[src/rtl/pipe_startup_ctrl.sv]
// Pipeline start-up sequencer: raises stage enables one by one from the fetch side, then reports ready.
// Optional restart support is compiled in with `define QU_STARTUP_RESTART_EN.
module pipe_startup_ctrl #(
  parameter int NUM_STAGES = 5,
  parameter int STAGE_GAP  = 1,
  parameter int INIT_WAIT  = 0
) (
  input  logic                  clk,
  input  logic                  rst,
  input  logic                  hold,
  input  logic                  restart_req,
  output logic [NUM_STAGES-1:0] stage_en,
  output logic                  ready,
  output logic                  busy
);

  localparam int CNT_MAX = (INIT_WAIT > STAGE_GAP) ? INIT_WAIT : STAGE_GAP;
  localparam int CNT_W   = (CNT_MAX < 2) ? 1 : $clog2(CNT_MAX + 1);

  typedef enum logic [1:0] {
    ST_WAIT,
    ST_RAMP,
    ST_RUN
  } state_t;

  state_t                  state;
  logic [CNT_W-1:0]        cnt;
  logic                    clear_req;
  logic [NUM_STAGES-1:0]   en_shift;

`ifdef QU_STARTUP_RESTART_EN
  assign clear_req = rst | restart_req;
`else
  logic unused_restart_req;
  assign unused_restart_req = restart_req;
  assign clear_req          = rst;
`endif

  // Next enable pattern: one more stage switched on at the fetch end; its top bit marks the last stage.
  assign en_shift = (stage_en << 1) | NUM_STAGES'(1);

  always_ff @(posedge clk) begin
    if (clear_req) begin
      state    <= ST_WAIT;
      cnt      <= CNT_W'(INIT_WAIT);
      stage_en <= '0;
      ready    <= 1'b0;
      busy     <= 1'b1;
    end else begin
      case (state)
        ST_WAIT, ST_RAMP: begin
          if (!hold) begin
            if (cnt == '0) begin
              stage_en <= en_shift;
              if (en_shift[NUM_STAGES-1]) begin
                state <= ST_RUN;
                ready <= 1'b1;
                busy  <= 1'b0;
              end else begin
                state <= ST_RAMP;
                cnt   <= CNT_W'(STAGE_GAP - 1);
              end
            end else begin
              cnt <= cnt - 1'b1;
            end
          end
        end
        ST_RUN: begin
          state <= ST_RUN;
        end
        default: begin
          state <= ST_WAIT;
        end
      endcase
    end
  end

endmodule
[config.mk]
export PLATFORM = sky130hd
export DESIGN_NAME = pipe_startup_ctrl
export DESIGN_NICKNAME = d
export VERILOG_FILES = /design/src/rtl/pipe_startup_ctrl.sv
export SDC_FILE = /design/constraint.sdc
export NUM_CORES = 1
export LEC_CHECK = 0
export CAP_MARGIN = 0
export CORE_AREA = 2 2 39 41
export CTS_CLUSTER_DIAMETER = 60
export DETAILED_ROUTE_END_ITERATION = 16
export DIE_AREA = 0 0 41 43
export PLACE_DENSITY = 0.45
export SLEW_MARGIN = 20
export SYNTH_ARGS = -nofsm -noshare
export SYNTH_HDL_FRONTEND = slang
export SYNTH_SLANG_ARGS = --single-unit
[constraint.sdc]
create_clock -name clk -period 2.5 [get_ports clk]
set_input_delay 0.625 -clock clk [delete_from_list [all_inputs] [get_ports clk]]
set_output_delay 0.625 -clock clk [all_outputs]
set_load 0.02 [all_outputs]
Word level (Yosys, flattened, before mapping). Cells that the tools add are included.

Flip-flop bits (word level): 10. Input bits: 4. Word-level logic and storage cells: 23.

Add/subtract/negate cells: 1. Equal/unequal tests: 4. Muxes and demuxes: 5. Bitwise gates (word level): 2. Reduce and logical (&&, ||, !) cells: 6.

Operator list (number): two-way mux 2 bit (3); != test 2 bit (second input constant) (2); one-hot mux 2 bit (2 select lines) (1); AND reduction 2 bit (2); AND reduction 4 bit (1); AND reduction 3 bit (1); equality test 2 x 1 -> 1 bit (second input constant) (1); equality test 2 bit (second input constant) (1); zero test 2 bit (1); NOT 1 bit (2); OR reduction 2 bit (1); two-way mux 1 bit (1); subtractor 1 bit (second input constant) (1).

Longest topological paths before layout.
Word-level depth: 4. Mapped depth: 3.

Worst setup path before layout. OpenSTA, ideal clock, no wires.

Path type: input-to-reg. Start point: input port rst. End point: register stage_en[1]. Library setup time: 69 ps. Arrival: 1247 ps. Slack: 1184 ps. Stages on the path: 3. Buffers on the path: 1. Path through: buf_6 -> or4b_1 -> o21ai_1.

RTL lines: from (decl) (RTL line 9) `input logic rst,`; to (signal assigned) (RTL line 54) `stage_en <= en_shift;`; to (decl) (RTL line 12) `output logic [NUM_STAGES-1:0] stage_en,`.

Worst setup path in the final report.
Start point: register stage_en[3]. End point: output port stage_en[3].

No word-level cell between the ends.

==> run_results.csv <==
group,metric,value,unit
final_layout,layout-drive-gt1-share,11.90,%
global_routing,busiest_layer,"met1",
cts,hold_buffers,0,
global_routing,track_usage,8.468,%
drt,drt_pass1_iterations,2,
drt,avgViaCountPerCell,4.207,
cts,cts_buffer_depth,2,
final_layout,multi_input_area,130.1,µm²
setup_path,cp.depth,1,
setup_path,critPathBufInv,1,
timing,hold_violations,0,
timing,relSlewSlack,78.39,%
synthesis,synthFlopType,"dfxtp_1",
global_routing,grt_use_met1,10.75,%
timing,rsz0062_at_grt,"false",
final_layout,fill_cells,151,
floorplan,die-area,0.001763,mm²
synthesis,ys_types,16,
floorplan,initial_core_util,23.51,%
timing,slew_violations,0,
cts,cts_max_level,1,
setup_path,cpLargestDelayFamily,"buffers and inverters",
drt,routedWlPerCell,9.966,µm
synthesis,async_reset_ff_share,0,%
drt,remaining_drc_errors,0,
timing,fin_crit,1.860,ns
drt,via_count,244,
setup_path,crit_type,"reg -> out",
final_layout,fin_cells,58,
setup_path,slowest_stage,"clkdlybuf4s50_1",
synthesis,yosysSeqAreaShare,55.38,%
setup_path,crit_path_end,"stage_en[3]",
synthesis,synth.avg_cell_area,10.84,µm²
synthesis,synth_most_common_cell,"dfxtp_1",
timing,finClkSkew,0.002178,ns
min_path,hold_class,"reg -> reg",
placed_design,io_buffer_count,9,
cts,cts_tree,"built",
setup_path,startpoint,"stage_en[3]$_SDFFE_PP0P_",
timing,timing.final.crit_share,74.39,%
floorplan,ios,11,
final_layout,regArea,180.2,µm²
global_routing,grt_antenna_before_repair,0,
synthesis,ys_seq_elements,9,
cts,clock-sinks,9,
outcome,outcome,"finished, final reports clean",
setup_path,r2r-start,"state[1]$_SDFFE_PP0P_",
placed_design,dp_cells,54,
cts,numCtsBuffers,3,
floorplan,dieWidth,41,µm
drt,wl,578,µm
setup_path,cp_cell_sequence,"clkdlybuf4s50_1",
cts,ctsResizeCount,0,
synthesis,synth_area_leader_cell,"dfxtp_1",
global_routing,met3_usage,3.141,%
placed_design,gp_routability_congestion,0.6672,
timing,max_freq,537.7,MHz
global_routing,grt_pass1_vias,229,
synthesis,synth_top_cell_area_share,55.38,%
global_routing,grt_overflow,0,
cts,clk_latency,0.26,ns
setup_path,setup.worst_path.end_class,"output pin",
setup_path,cp.arrival,1.23,ns
final_layout,area_growth,38.46,%
setup_path,startpoint_type,"register",
final_layout,nets,47,
drt,ant_nets,0,
timing,setup_violations,0,
floorplan,rows,14,
synthesis,syn-cell-area,325.3,µm²
timing,worst_slew_pin_slew,0.3230,ns
global_routing,grt_max_degree,11,
setup_path,regToRegSetupSlack,1.43,ns
floorplan,core,0.001384,mm²
synthesis,postSynthNetCount,34,
global_routing,use_met2,9.375,%
floorplan,die_y,43,µm
setup_path,worstPathMaxFanout,4,
power,p_leak,0.1629,nW
cts,clockRootBuffer,"clkbuf_4",
drt,drt_iter0_drc,2,
final_layout,n_antenna_cell,0,
global_routing,grt_pass1_wl,931,µm
setup_path,rr_endpoint,"busy$_SDFFE_PP1P_",
power,irDropWorstVdd,0.0002444,V
synthesis,synth.area.top_cells,"dfxtp_1, nand2b_1, mux2i_1",
power,power_density,634.9,mW/mm²
synthesis,syn_inst,30,
timing,setup_tns,0,ns
synthesis,ys_top_cells_by_count,"dfxtp_1, nand2b_1, a21oi_1",
cts,clk_pin_slew,0.06,ns
setup_path,cp.required,1.88,ns
setup_path,worstRegToRegCells,2,
cts,post_cts_buffers,0,
synthesis,synth-edff-count,0,
synthesis,ys.warnings.count,0,
setup_path,max_stage_delay,0.61,ns
run,drv_cap,0,
[worst min-delay path by stage]
stage,start,slack (ns),to,cells after the start
5_1_grt,busy$_SDFFE_PP1P_,0.48,busy$_SDFFE_PP1P_,1
3_5_place_dp,ready$_SDFFE_PP0P_,0.44,ready$_SDFFE_PP0P_,2
6_report,ready$_SDFFE_PP0P_,0.44,ready$_SDFFE_PP0P_,2
3_3_place_gp,busy$_SDFFE_PP1P_,0.43,busy$_SDFFE_PP1P_,1
4_1_cts,ready$_SDFFE_PP0P_,0.45,ready$_SDFFE_PP0P_,2
2_1_floorplan,state[0]$_SDFFE_PP0P_,0.43,state[0]$_SDFFE_PP0P_,2
[where the power goes]
| group | internal [mW] | switching (mW) |
|---|---|---|
| clock | 0.0615 | 0.0508 |
| combinational | 0.0128 | 0.0109 |
| sequential | 0.148 | 0.00235 |
[cell type report]
class,instances,area share (%)
multi-input combinational,19,28.89
tap,16,4.444
clock buffer,4,5.833
inverter,1,0.8333
sequential,9,40.00
timing repair buffer,9,20.00
[worst min-delay path: cells and delay by family (launching register included)]
family                 cells  cell delay (ns)
flip-flops                 1             0.31
AO/OA/AOI/OAI              1             0.05
buffers and inverters      1             0.04
[registers in the layout (all words and copies together), names as in the netlist]
| name | cells |
|---|---|
| stage_en | 5 |
| state | 2 |
| busy | 1 |
| ready | 1 |
[cell usage in the layout, fill, tap and decap left out, drive strengths merged]
cell type / instances
dfxtp: 9
clkdlybuf4s50: 9
nand2b: 4
clkbuf: 4
a21oi: 3
mux2i: 2
o21ai: 2
nor2: 1
nand2: 1
or2: 1
a211oi: 1
inv: 1
or3b: 1
a21o: 1
o21ba: 1
or4b: 1
[per-layer routing]
metal / up-vias / part of all wire, %
met5: - / 0
met4: 0 / 0.87
met2: 6 / 44
met3: 2 / 5.4
met1: 108 / 49
li1: 128 / -
[cells by family after synthesis]
logic type,synth area share (%)
multiplexers,6.154
AO/OA/AOI/OAI,15.38
flip-flops,55.38
buffers and inverters,4.614
AND/OR/NAND/NOR,18.46
[metrics by stage]
step           area [µm²]  total power [mW]  setup WS (ns)  hold slack (ns)  util (%)
2_1_floorplan       325.3            0.1671          1.184           0.4287         -
3_3_place_gp        424.2            0.1770         0.6443           0.4348     30.65
3_5_place_dp        424.2            0.1770         0.6428           0.4444     30.65
4_1_cts             450.4            0.2930         0.6276           0.4542     32.55
5_1_grt             450.4            0.3011         0.5953           0.4788     32.55
6_report            450.4            0.2860         0.6402           0.4446     32.55
No activity file was read; power rests on OpenSTA's default activity.
